--- src/rtl/vga_pkg.sv ---
// vga_pkg: shared definitions for the VGA raster timing generator.
//   - Default 640x480@60 timing constants (in pixels / lines) and totals.
//   - phase_t: per-axis raster phase encoding.
//   - cnt_w(): width needed to hold the values 0..n-1, minimum 1 bit.
package vga_pkg;

    localparam int H_ACTIVE_DEF = 640;
    localparam int H_FP_DEF     = 16;
    localparam int H_SYNC_DEF   = 96;
    localparam int H_BP_DEF     = 48;
    localparam int H_TOTAL_DEF  = H_ACTIVE_DEF + H_FP_DEF + H_SYNC_DEF + H_BP_DEF;

    localparam int V_ACTIVE_DEF = 480;
    localparam int V_FP_DEF     = 10;
    localparam int V_SYNC_DEF   = 2;
    localparam int V_BP_DEF     = 33;
    localparam int V_TOTAL_DEF  = V_ACTIVE_DEF + V_FP_DEF + V_SYNC_DEF + V_BP_DEF;

    typedef enum logic [1:0] {
        PH_ACTIVE = 2'd0,
        PH_FRONT  = 2'd1,
        PH_SYNC   = 2'd2,
        PH_BACK   = 2'd3
    } phase_t;

    function automatic int cnt_w(input int n);
        int w;
        w = 1;
        while ((1 << w) < n) w++;
        return w;
    endfunction

endpackage

--- src/rtl/vga_axis_cnt.sv ---
// vga_axis_cnt: one raster axis (horizontal or vertical).
//   A 0..TOTAL-1 counter that advances on 'en', plus the phase FSM
//   ACTIVE -> FRONT -> SYNC -> BACK -> ACTIVE that tracks it.
// Ports:
//   clk, rst_n : clock, asynchronous active-low reset
//   en         : advance the counter this cycle
//   cnt        : registered count
//   cnt_nxt    : value cnt takes at the next edge (for registered decodes upstream)
//   wrap       : en while cnt is at TOTAL-1 (combinational)
//   phase      : registered phase, always consistent with cnt
//   sync       : registered sync output, level POL while phase is SYNC
module vga_axis_cnt
    import vga_pkg::*;
#(
    parameter int CNT_W = 11,
    parameter int ACT   = 640,
    parameter int FP    = 16,
    parameter int SYN   = 96,
    parameter int BP    = 48,
    parameter bit POL   = 1'b0
) (
    input  logic             clk,
    input  logic             rst_n,
    input  logic             en,
    output logic [CNT_W-1:0] cnt,
    output logic [CNT_W-1:0] cnt_nxt,
    output logic             wrap,
    output phase_t           phase,
    output logic             sync
);

    localparam int TOTAL = ACT + FP + SYN + BP;

    if (TOTAL >= 2**CNT_W) begin : g_width_chk
        $error("vga_axis_cnt: TOTAL=%0d does not fit in CNT_W=%0d", TOTAL, CNT_W);
    end

    localparam logic [CNT_W-1:0] LAST     = CNT_W'(TOTAL - 1);
    localparam logic [CNT_W-1:0] FP_START = CNT_W'(ACT);
    localparam logic [CNT_W-1:0] SY_START = CNT_W'(ACT + FP);
    localparam logic [CNT_W-1:0] BP_START = CNT_W'(ACT + FP + SYN);

    phase_t phase_nxt;

    assign wrap = en && (cnt == LAST);

    always_comb begin
        cnt_nxt = cnt;
        if (wrap)
            cnt_nxt = '0;
        else if (en)
            cnt_nxt = cnt + 1'b1;
    end

    // Phase follows the next count so the registered phase lines up with cnt.
    // Later boundaries are tested first so a zero-width porch skips cleanly.
    always_comb begin
        phase_nxt = phase;
        if (en) begin
            if (cnt_nxt == BP_START)
                phase_nxt = PH_BACK;
            else if (cnt_nxt == SY_START)
                phase_nxt = PH_SYNC;
            else if (cnt_nxt == FP_START)
                phase_nxt = PH_FRONT;
            else if (cnt_nxt == '0)
                phase_nxt = PH_ACTIVE;
        end
    end

    always_ff @(posedge clk or negedge rst_n) begin
        if (!rst_n) begin
            cnt   <= '0;
            phase <= PH_ACTIVE;
            sync  <= ~POL;
        end else begin
            cnt   <= cnt_nxt;
            phase <= phase_nxt;
            sync  <= (phase_nxt == PH_SYNC) ? POL : ~POL;
        end
    end

endmodule

--- src/rtl/vga_sync_gen.sv ---
// vga_sync_gen: VGA raster timing generator running on the system clock.
//   A divider produces a one-cycle pixel enable every DIV sclk cycles; the
//   horizontal axis advances on it and the vertical axis on the horizontal wrap.
// Ports:
//   sclk, srst  : system clock, asynchronous active-low reset
//   pix_en      : one-sclk pulse in the last cycle of each pixel slot
//   hsync/vsync : sync outputs, active level SYNC_POL
//   de          : display enable (inside the visible area)
//   px_x, px_y  : pixel coordinates while de, 0 otherwise
//   line_start  : pix_en cycle of pixel 0 of every line
//   frame_start : pix_en cycle of pixel (0,0)
// All outputs are registered from next-state values, so they describe the
// counters held in the same cycle and stay constant across a pixel slot.
module vga_sync_gen
    import vga_pkg::*;
#(
    parameter int DIV      = 2,
    parameter int H_ACTIVE = H_ACTIVE_DEF,
    parameter int H_FP     = H_FP_DEF,
    parameter int H_SYNC   = H_SYNC_DEF,
    parameter int H_BP     = H_BP_DEF,
    parameter int V_ACTIVE = V_ACTIVE_DEF,
    parameter int V_FP     = V_FP_DEF,
    parameter int V_SYNC   = V_SYNC_DEF,
    parameter int V_BP     = V_BP_DEF,
    parameter bit SYNC_POL = 1'b0,
    parameter int CNT_W    = 11
) (
    input  logic             sclk,
    input  logic             srst,
    output logic             pix_en,
    output logic             hsync,
    output logic             vsync,
    output logic             de,
    output logic [CNT_W-1:0] px_x,
    output logic [CNT_W-1:0] px_y,
    output logic             line_start,
    output logic             frame_start
);

    if (DIV < 1 || DIV > 8) begin : g_div_chk
        $error("vga_sync_gen: DIV=%0d outside 1..8", DIV);
    end

    localparam int               DIV_W    = cnt_w(DIV);
    localparam logic [DIV_W-1:0] DIV_LAST = DIV_W'(DIV - 1);
    localparam logic [CNT_W-1:0] H_VIS    = CNT_W'(H_ACTIVE);
    localparam logic [CNT_W-1:0] V_VIS    = CNT_W'(V_ACTIVE);

    logic [DIV_W-1:0] div_cnt;
    logic             pix_en_d;
    logic [CNT_W-1:0] h_cnt, h_nxt, v_cnt, v_nxt;
    logic             h_wrap, v_wrap;
    phase_t           h_phase, v_phase;
    logic             de_nxt;

    // pix_en is registered from the current divider count, so the first
    // pulse appears DIV edges after reset release (every cycle when DIV=1).
    assign pix_en_d = (div_cnt == DIV_LAST);

    always_ff @(posedge sclk or negedge srst) begin
        if (!srst) begin
            div_cnt <= '0;
            pix_en  <= 1'b0;
        end else begin
            div_cnt <= pix_en_d ? '0 : div_cnt + 1'b1;
            pix_en  <= pix_en_d;
        end
    end

    vga_axis_cnt #(
        .CNT_W (CNT_W),
        .ACT   (H_ACTIVE),
        .FP    (H_FP),
        .SYN   (H_SYNC),
        .BP    (H_BP),
        .POL   (SYNC_POL)
    ) u_h (
        .clk     (sclk),
        .rst_n   (srst),
        .en      (pix_en),
        .cnt     (h_cnt),
        .cnt_nxt (h_nxt),
        .wrap    (h_wrap),
        .phase   (h_phase),
        .sync    (hsync)
    );

    vga_axis_cnt #(
        .CNT_W (CNT_W),
        .ACT   (V_ACTIVE),
        .FP    (V_FP),
        .SYN   (V_SYNC),
        .BP    (V_BP),
        .POL   (SYNC_POL)
    ) u_v (
        .clk     (sclk),
        .rst_n   (srst),
        .en      (pix_en & h_wrap),
        .cnt     (v_cnt),
        .cnt_nxt (v_nxt),
        .wrap    (v_wrap),
        .phase   (v_phase),
        .sync    (vsync)
    );

    assign de_nxt = (h_nxt < H_VIS) && (v_nxt < V_VIS);

    always_ff @(posedge sclk or negedge srst) begin
        if (!srst) begin
            de          <= 1'b0;
            px_x        <= '0;
            px_y        <= '0;
            line_start  <= 1'b0;
            frame_start <= 1'b0;
        end else begin
            de          <= de_nxt;
            px_x        <= de_nxt ? h_nxt : '0;
            px_y        <= de_nxt ? v_nxt : '0;
            line_start  <= pix_en_d && (h_nxt == '0);
            frame_start <= pix_en_d && (h_nxt == '0) && (v_nxt == '0);
        end
    end

    // Counters, phases and the vertical wrap are exposed by the axis blocks
    // but only the next-state counts and syncs are needed here.
    logic unused_ok;
    assign unused_ok = ^{h_cnt, v_cnt, v_wrap, h_phase, v_phase};

endmodule

--- config.mk ---
export PLATFORM = sky130hd
export DESIGN_NAME = vga_sync_gen
export DESIGN_NICKNAME = d
export VERILOG_FILES = /design/src/rtl/vga_pkg.sv /design/src/rtl/vga_axis_cnt.sv /design/src/rtl/vga_sync_gen.sv
export SDC_FILE = /design/constraint.sdc
export NUM_CORES = 1
export LEC_CHECK = 0
export CAP_MARGIN = 20
export CORE_ASPECT_RATIO = 1.1
export CORE_MARGIN = 8
export CORE_UTILIZATION = 55
export DETAILED_ROUTE_END_ITERATION = 10
export PLACE_DENSITY = 0.78
export SETUP_SLACK_MARGIN = 0.02
export SYNTH_ARGS = -nofsm -noshare
export SYNTH_HDL_FRONTEND = slang
export SYNTH_HIERARCHICAL = 1
export SYNTH_SLANG_ARGS = --single-unit
--- constraint.sdc ---
create_clock -name sclk -period 4.9 [get_ports sclk]
set_input_delay 0.735 -clock sclk [delete_from_list [all_inputs] [get_ports sclk]]
set_output_delay 0.735 -clock sclk [all_outputs]
set_load 0.01 [all_outputs]
## After elaboration in Yosys (flattened, before gate mapping)

Index checks and enable logic that the tools add are counted.

| word-level totals | value |
|---|---|
| register bits | 55 |
| bits in latches | 0 |
| memory bits (writable) | 0 |
| bits in read-only memories | 0 |
| logic and storage cells | 55 |
| memories | 0 |

| cells by class | value |
|---|---|
| add/subtract/negate cells | 3 |
| multipliers | 0 |
| div/mod/pow operators | 0 |
| $lt $le $gt $ge | 2 |
| equal/unequal tests | 10 |
| shift operators | 0 |
| mux-type cells | 19 |
| bitwise logic cells | 1 |
| reductions and logical operators | 7 |

Operators with widths:

| cell | number |
|---|---|
| 11-bit 2-to-1 mux | 6 |
| 11-bit by 10-bit equality test with 1-bit output (second input constant) | 5 |
| 11-bit by 9-bit equality test with 1-bit output (second input constant) | 3 |
| 11-bit by 1-bit adder with 11-bit output (second input constant) | 2 |
| 11-bit zero test | 2 |
| 2-bit 2-to-1 mux | 10 |
| 11-bit by 10-bit < comparator with 1-bit output (second input constant) | 1 |
| 11-bit by 9-bit < comparator with 1-bit output (second input constant) | 1 |
| 1-bit logical AND | 5 |
| 2-bit equality test (second input constant) | 2 |
| 1-bit 2-to-1 mux | 3 |
| 1-bit adder (second input constant) | 1 |
| 1-bit bitwise AND | 1 |

## Depth between registers and ports, before layout

| logic depth | value |
|---|---|
| word-level depth | 13 |
| mapped depth | 12 |

## Modules after synthesis

Netlist, hierarchy kept.

Modules (own cells, without submodules):

| module | times used | cells each | area an instance (sq um) | seq. area each (sq um) |
|---|---|---|---|---|
| vga_axis_cnt (u_v) | 1 | 108 | 1003.5 | 351.6 |
| vga_sync_gen | 1 | 63 | 897.1 | 675.6 |
| vga_axis_cnt (u_h) | 1 | 91 | 879.6 | 351.6 |

## Worst setup path before layout

Ideal clock, no wire load.

| path | value |
|---|---|
| path type | register -> register |
| start | reg u_h.cnt[5] |
| end | reg u_v.sync |
| setup time | 0.094 ns |
| data arrival time | 3.451 ns |
| required time | 4.806 ns |
| path slack | 1.355 ns |
| cell stages (with the launch flop) | 12 |
| buffers on the path | 1 |
| period minus slack after synthesis | 3.545 ns |
| path through | dfrtp_1 buf_6 or4b_4 nor4_4 and2_1 nand4_2 nor3_4 xor2_2 nand3_1 or3_4 o211a_1 or4b_1 |

| on the way | value |
|---|---|
| word-level cells in the longest chain between the ends | 13 |

RTL lines:

| element | line | source |
|---|---|---|
| start, declared | vga_axis_cnt.sv:25 | `output logic [CNT_W-1:0] cnt,` |
| start signal, assigned | vga_axis_cnt.sv:77 | `cnt <= cnt_nxt;` |
| 11-bit by 10-bit equality test with 1-bit output (*) | vga_axis_cnt.sv:45 | `assign wrap = en && (cnt == LAST);` |
| 1-bit logical AND (*) | vga_axis_cnt.sv:45 |  |
| named net h_wrap | vga_sync_gen.sv:53 | `logic h_wrap, v_wrap;` |
| 1-bit bitwise AND (*) | vga_sync_gen.sv:99 | `.en (pix_en & h_wrap),` |
| 11-bit 2-to-1 mux or 1-bit logical AND (tied branches) | vga_axis_cnt.sv:51, vga_axis_cnt.sv:45 |  |
| 11-bit 2-to-1 mux (*) | vga_axis_cnt.sv:49 | `if (wrap)` |
| named net v_nxt[8] | vga_sync_gen.sv:52 | `logic [CNT_W-1:0] h_cnt, h_nxt, v_cnt, v_nxt;` |
| 11-bit zero test | vga_axis_cnt.sv:66 | `else if (cnt_nxt == '0)` |
| 2-bit 2-to-1 mux | vga_axis_cnt.sv:66 |  |
| 2-bit 2-to-1 mux | vga_axis_cnt.sv:64 | `else if (cnt_nxt == FP_START)` |
| 2-bit 2-to-1 mux | vga_axis_cnt.sv:62 | `else if (cnt_nxt == SY_START)` |
| 2-bit 2-to-1 mux (*) | vga_axis_cnt.sv:60 | `if (cnt_nxt == BP_START)` |
| 2-bit 2-to-1 mux (*) | vga_axis_cnt.sv:59 | `if (en) begin` |
| 2-bit equality test (*) | vga_axis_cnt.sv:79 | `sync <= (phase_nxt == PH_SYNC) ? POL : ~POL;` |
| 1-bit 2-to-1 mux (*) | vga_axis_cnt.sv:79 |  |
| end signal, assigned | vga_axis_cnt.sv:75 | `sync <= ~POL;` |
| end signal, assigned | vga_axis_cnt.sv:79 |  |
| end, declared | vga_axis_cnt.sv:29 | `output logic sync` |

Mark *: on every way through the listed nets, which the timed path passes. The rest lies on a longest branch.

## Final worst setup path

| path | value |
|---|---|
| start | reg u_h.cnt[0] |
| end | reg u_v.sync |

The elaborated chain is that of the path after synthesis.

==> flow_summary.toml <==
[outcome]
status = "complete, no violations"

[global_route]
grt_pass1_wl_um = 10200
use_met2 = 0.257
antenna_found_initial = 0
grt_overflow_total = 0
use_met1 = 0.192
grt_util_all_layers = 0.160
top_usage_layer = "met2"
grt_max_degree = 56
grt_pass1_vias = 2058
met3_usage = 0.0460

[synthesis]
ys_warn_count = 6
synth-async-reset-ratio = 1.00
netlist_instances = 262
synth_edf_count = 0
ys_ff_latch = 55
synth_ff_type = "dfrtp_1"
netlist-cell-type-count = 59
synthesis.area_um2 = 2780
seq_area_frac_synth = 0.496
synth_area_per_cell_um2 = 10.6

[sta]
fmax_ghz = 0.234
finalSetupViolations = 0
clock_skew_ns = 0.00337
hold_violations = 0
min_period_ns = 4.27
fin_setup_tns_ns = 0
worst_pin_slew_ns = 0.675
min_period_over_period = 0.871
rsz0062_at_grt = "no"
drv_slew = 0
slew_headroom = 0.550

[cells_and_area]
final-seq-area_um2 = 1380
mostFrequentLayoutCells = "dfrtp_1 (53), clkdlybuf4s50_1 (28), and2_1 (22)"
utilization = 0.643
multiInputGateArea_um2 = 1290
fin_nets = 295
final_common_cell = "dfrtp_1"
layout-drive-gt1-share = 0.0893
syn_to_final_growth_pct = 14.0
n_fill_cell = 408
diodes = 0

[clock_network]
cts_setup_buffers = 0
ctsHtreeMaxLevel = 2
cts_max_path_buffers = 2
tritoncts = "yes"
numCtsBuffers = 5
clk_pin_slew_worst_paths_ns = 0.10
clock-sinks = 55
clockRootBuffer = "clkbuf_8"
cts-hold-fix-buffers = 0
clk_latency_ns = 0.31
cts_resized = 0

[setup_path]
r2r-start = "u_h/cnt[0]$_DFF_PN0_"
end_kind = "flop"
rr_endpoint = "u_v/sync$_DFF_PN1_"
rr_worst_depth = 11
critPathArrivalTime_ns = 4.50
critical_path.startpoint_type = "flop"
worstSetupPathType = "reg2reg"
r2r_slack_ns = 0.63
startpoint = "u_h/cnt[0]$_DFF_PN0_"
crit_required_ns = 5.13
crit_fanout = 16

[floorplanning]
die_width_um = 83.8
core-area_um2 = 4930
rows = 27
ioPinCount = 30
dieHeight_um = 90.6
start_util = 0.564
dieArea_um2 = 7590

[detailed_routing]
post-route-drc-count = 0
dr_total_vias = 2138
dr.first_iter.drc_count = 252
postRouteAntennaNets = 0
wl_um = 5930
vias_per_cell = 6.13
wire_per_inst_um = 17.0
dr.pass1.iters = 4

[hold_path]
min_from = "div_cnt$_DFF_PN0_"
hold_depth = 0
min_to = "pix_en$_DFF_PN0_"
min-delay-path-class = "reg2reg"

[power_and_ir_drop]
ir_worst_vdd_uv = 231
power.density_nw_per_um2 = 227
power_leakage_nw = 1.39
total_power_mw = 0.720

[placed_design]
gp_congestion = 0.908
dp_hpwl_um = 4150
port_buffers = 29

[job]
maxCapViolCount = 0
final cells by class:
cell class,instances,share of cell area
Sequential cell,55,0.435
Tap cell,58,0.0229
Clock buffer,5,0.0217
Clock inverter,3,0.00592
Inverter,14,0.0166
Multi-Input combinational cell,184,0.406
Timing Repair Buffer,30,0.0923
state kept, by name, indices dropped and copies added, names as in the netlist:
signal,count
line_start,1
u_v/phase,2
pix_en,1
px_y,11
u_h/sync,1
div_cnt,1
u_v/sync,1
px_x,11
u_h/phase,2
de,1
u_v/cnt,11
u_h/cnt,11
frame_start,1
stage by stage:
stage | hold WS (ns) | instance area, µm² | instances | setup WS, ns
2_1_floorplan | 0.366 | 2790 | 264 | 1.35
3_3_place_gp | 0.390 | 3080 | 341 | 0.893
3_5_place_dp | 0.397 | 3080 | 341 | 0.721
4_1_cts | 0.424 | 3170 | 349 | 0.698
5_1_grt | 0.442 | 3170 | 349 | 0.351
6_report | 0.421 | 3170 | 349 | 0.633
kinds of logic after synthesis:
logic type	share of synthesized area
other cells	0.00135
fa+ha+maj	0.0135
mux	0.00360
simple gates	0.268
buf+inv	0.0441
compound gates	0.104
flops	0.496
xor+xnor	0.0689
routing by layer:
layer / vias to the layer above / part of all wire
met4: 0 / 0.024
li1: 987 / -
met2: 87 / 0.48
met1: 1049 / 0.42
met3: 15 / 0.069
met5: - / 0
worst max path at each step:
stage | cells after the start | slack, ns | to
after floorplan | 11 | 1.35 | u_v/sync$_DFF_PN1_
after global placement | 10 | 0.89 | u_v/sync$_DFF_PN1_
after detailed placement | 11 | 0.72 | u_v/sync$_DFF_PN1_
after CTS | 11 | 0.70 | u_v/sync$_DFF_PN1_
after global routing | 11 | 0.35 | u_v/sync$_DFF_PN1_
final | 11 | 0.63 | u_v/sync$_DFF_PN1_
worst max-delay path, stage by stage, from the launching register on:
cell	delay, ns
dfrtp_1	0.49
ha_1	0.26
nand4_1	0.20
nor4_4	0.57
and2_1	0.57
nand4_2	0.30
nor3_4	0.28
xor2_2	0.32
nand3_1	0.11
or3_4	0.36
o211a_1	0.23
or4b_1	0.51
cell usage after synthesis, drive strengths merged (2+ instances only):
master,instances,area share
buf,9,0.022
o21ai,6,0.011
nand3,6,0.011
o211ai,2,0.0072
a31oi,2,0.0045
nand4,13,0.032
or4b,3,0.014
nor3,11,0.028
and4,6,0.020
a21o,3,0.0081
xor2,5,0.018
nand2b,4,0.0090
nor4,8,0.023
clkbuf,2,0.0027
and3,3,0.0068
xnor2,16,0.050
nor2,19,0.026
ha,3,0.014
and2,22,0.050
nand2,14,0.020
a41o,2,0.0072
dfstp,2,0.019
or3,6,0.015
inv,14,0.019
dfrtp,53,0.48
a211oi,2,0.0054
a21oi,5,0.0090
power breakdown:
| part | internal, mW | switching (mW) |
|---|---|---|
| logic | 0.00289 | 0.00975 |
| registers | 0.455 | 0.000291 |
| clock network | 0.101 | 0.151 |
| total | 0.559 | 0.161 |
No activity file was read; power rests on OpenSTA's default activity.
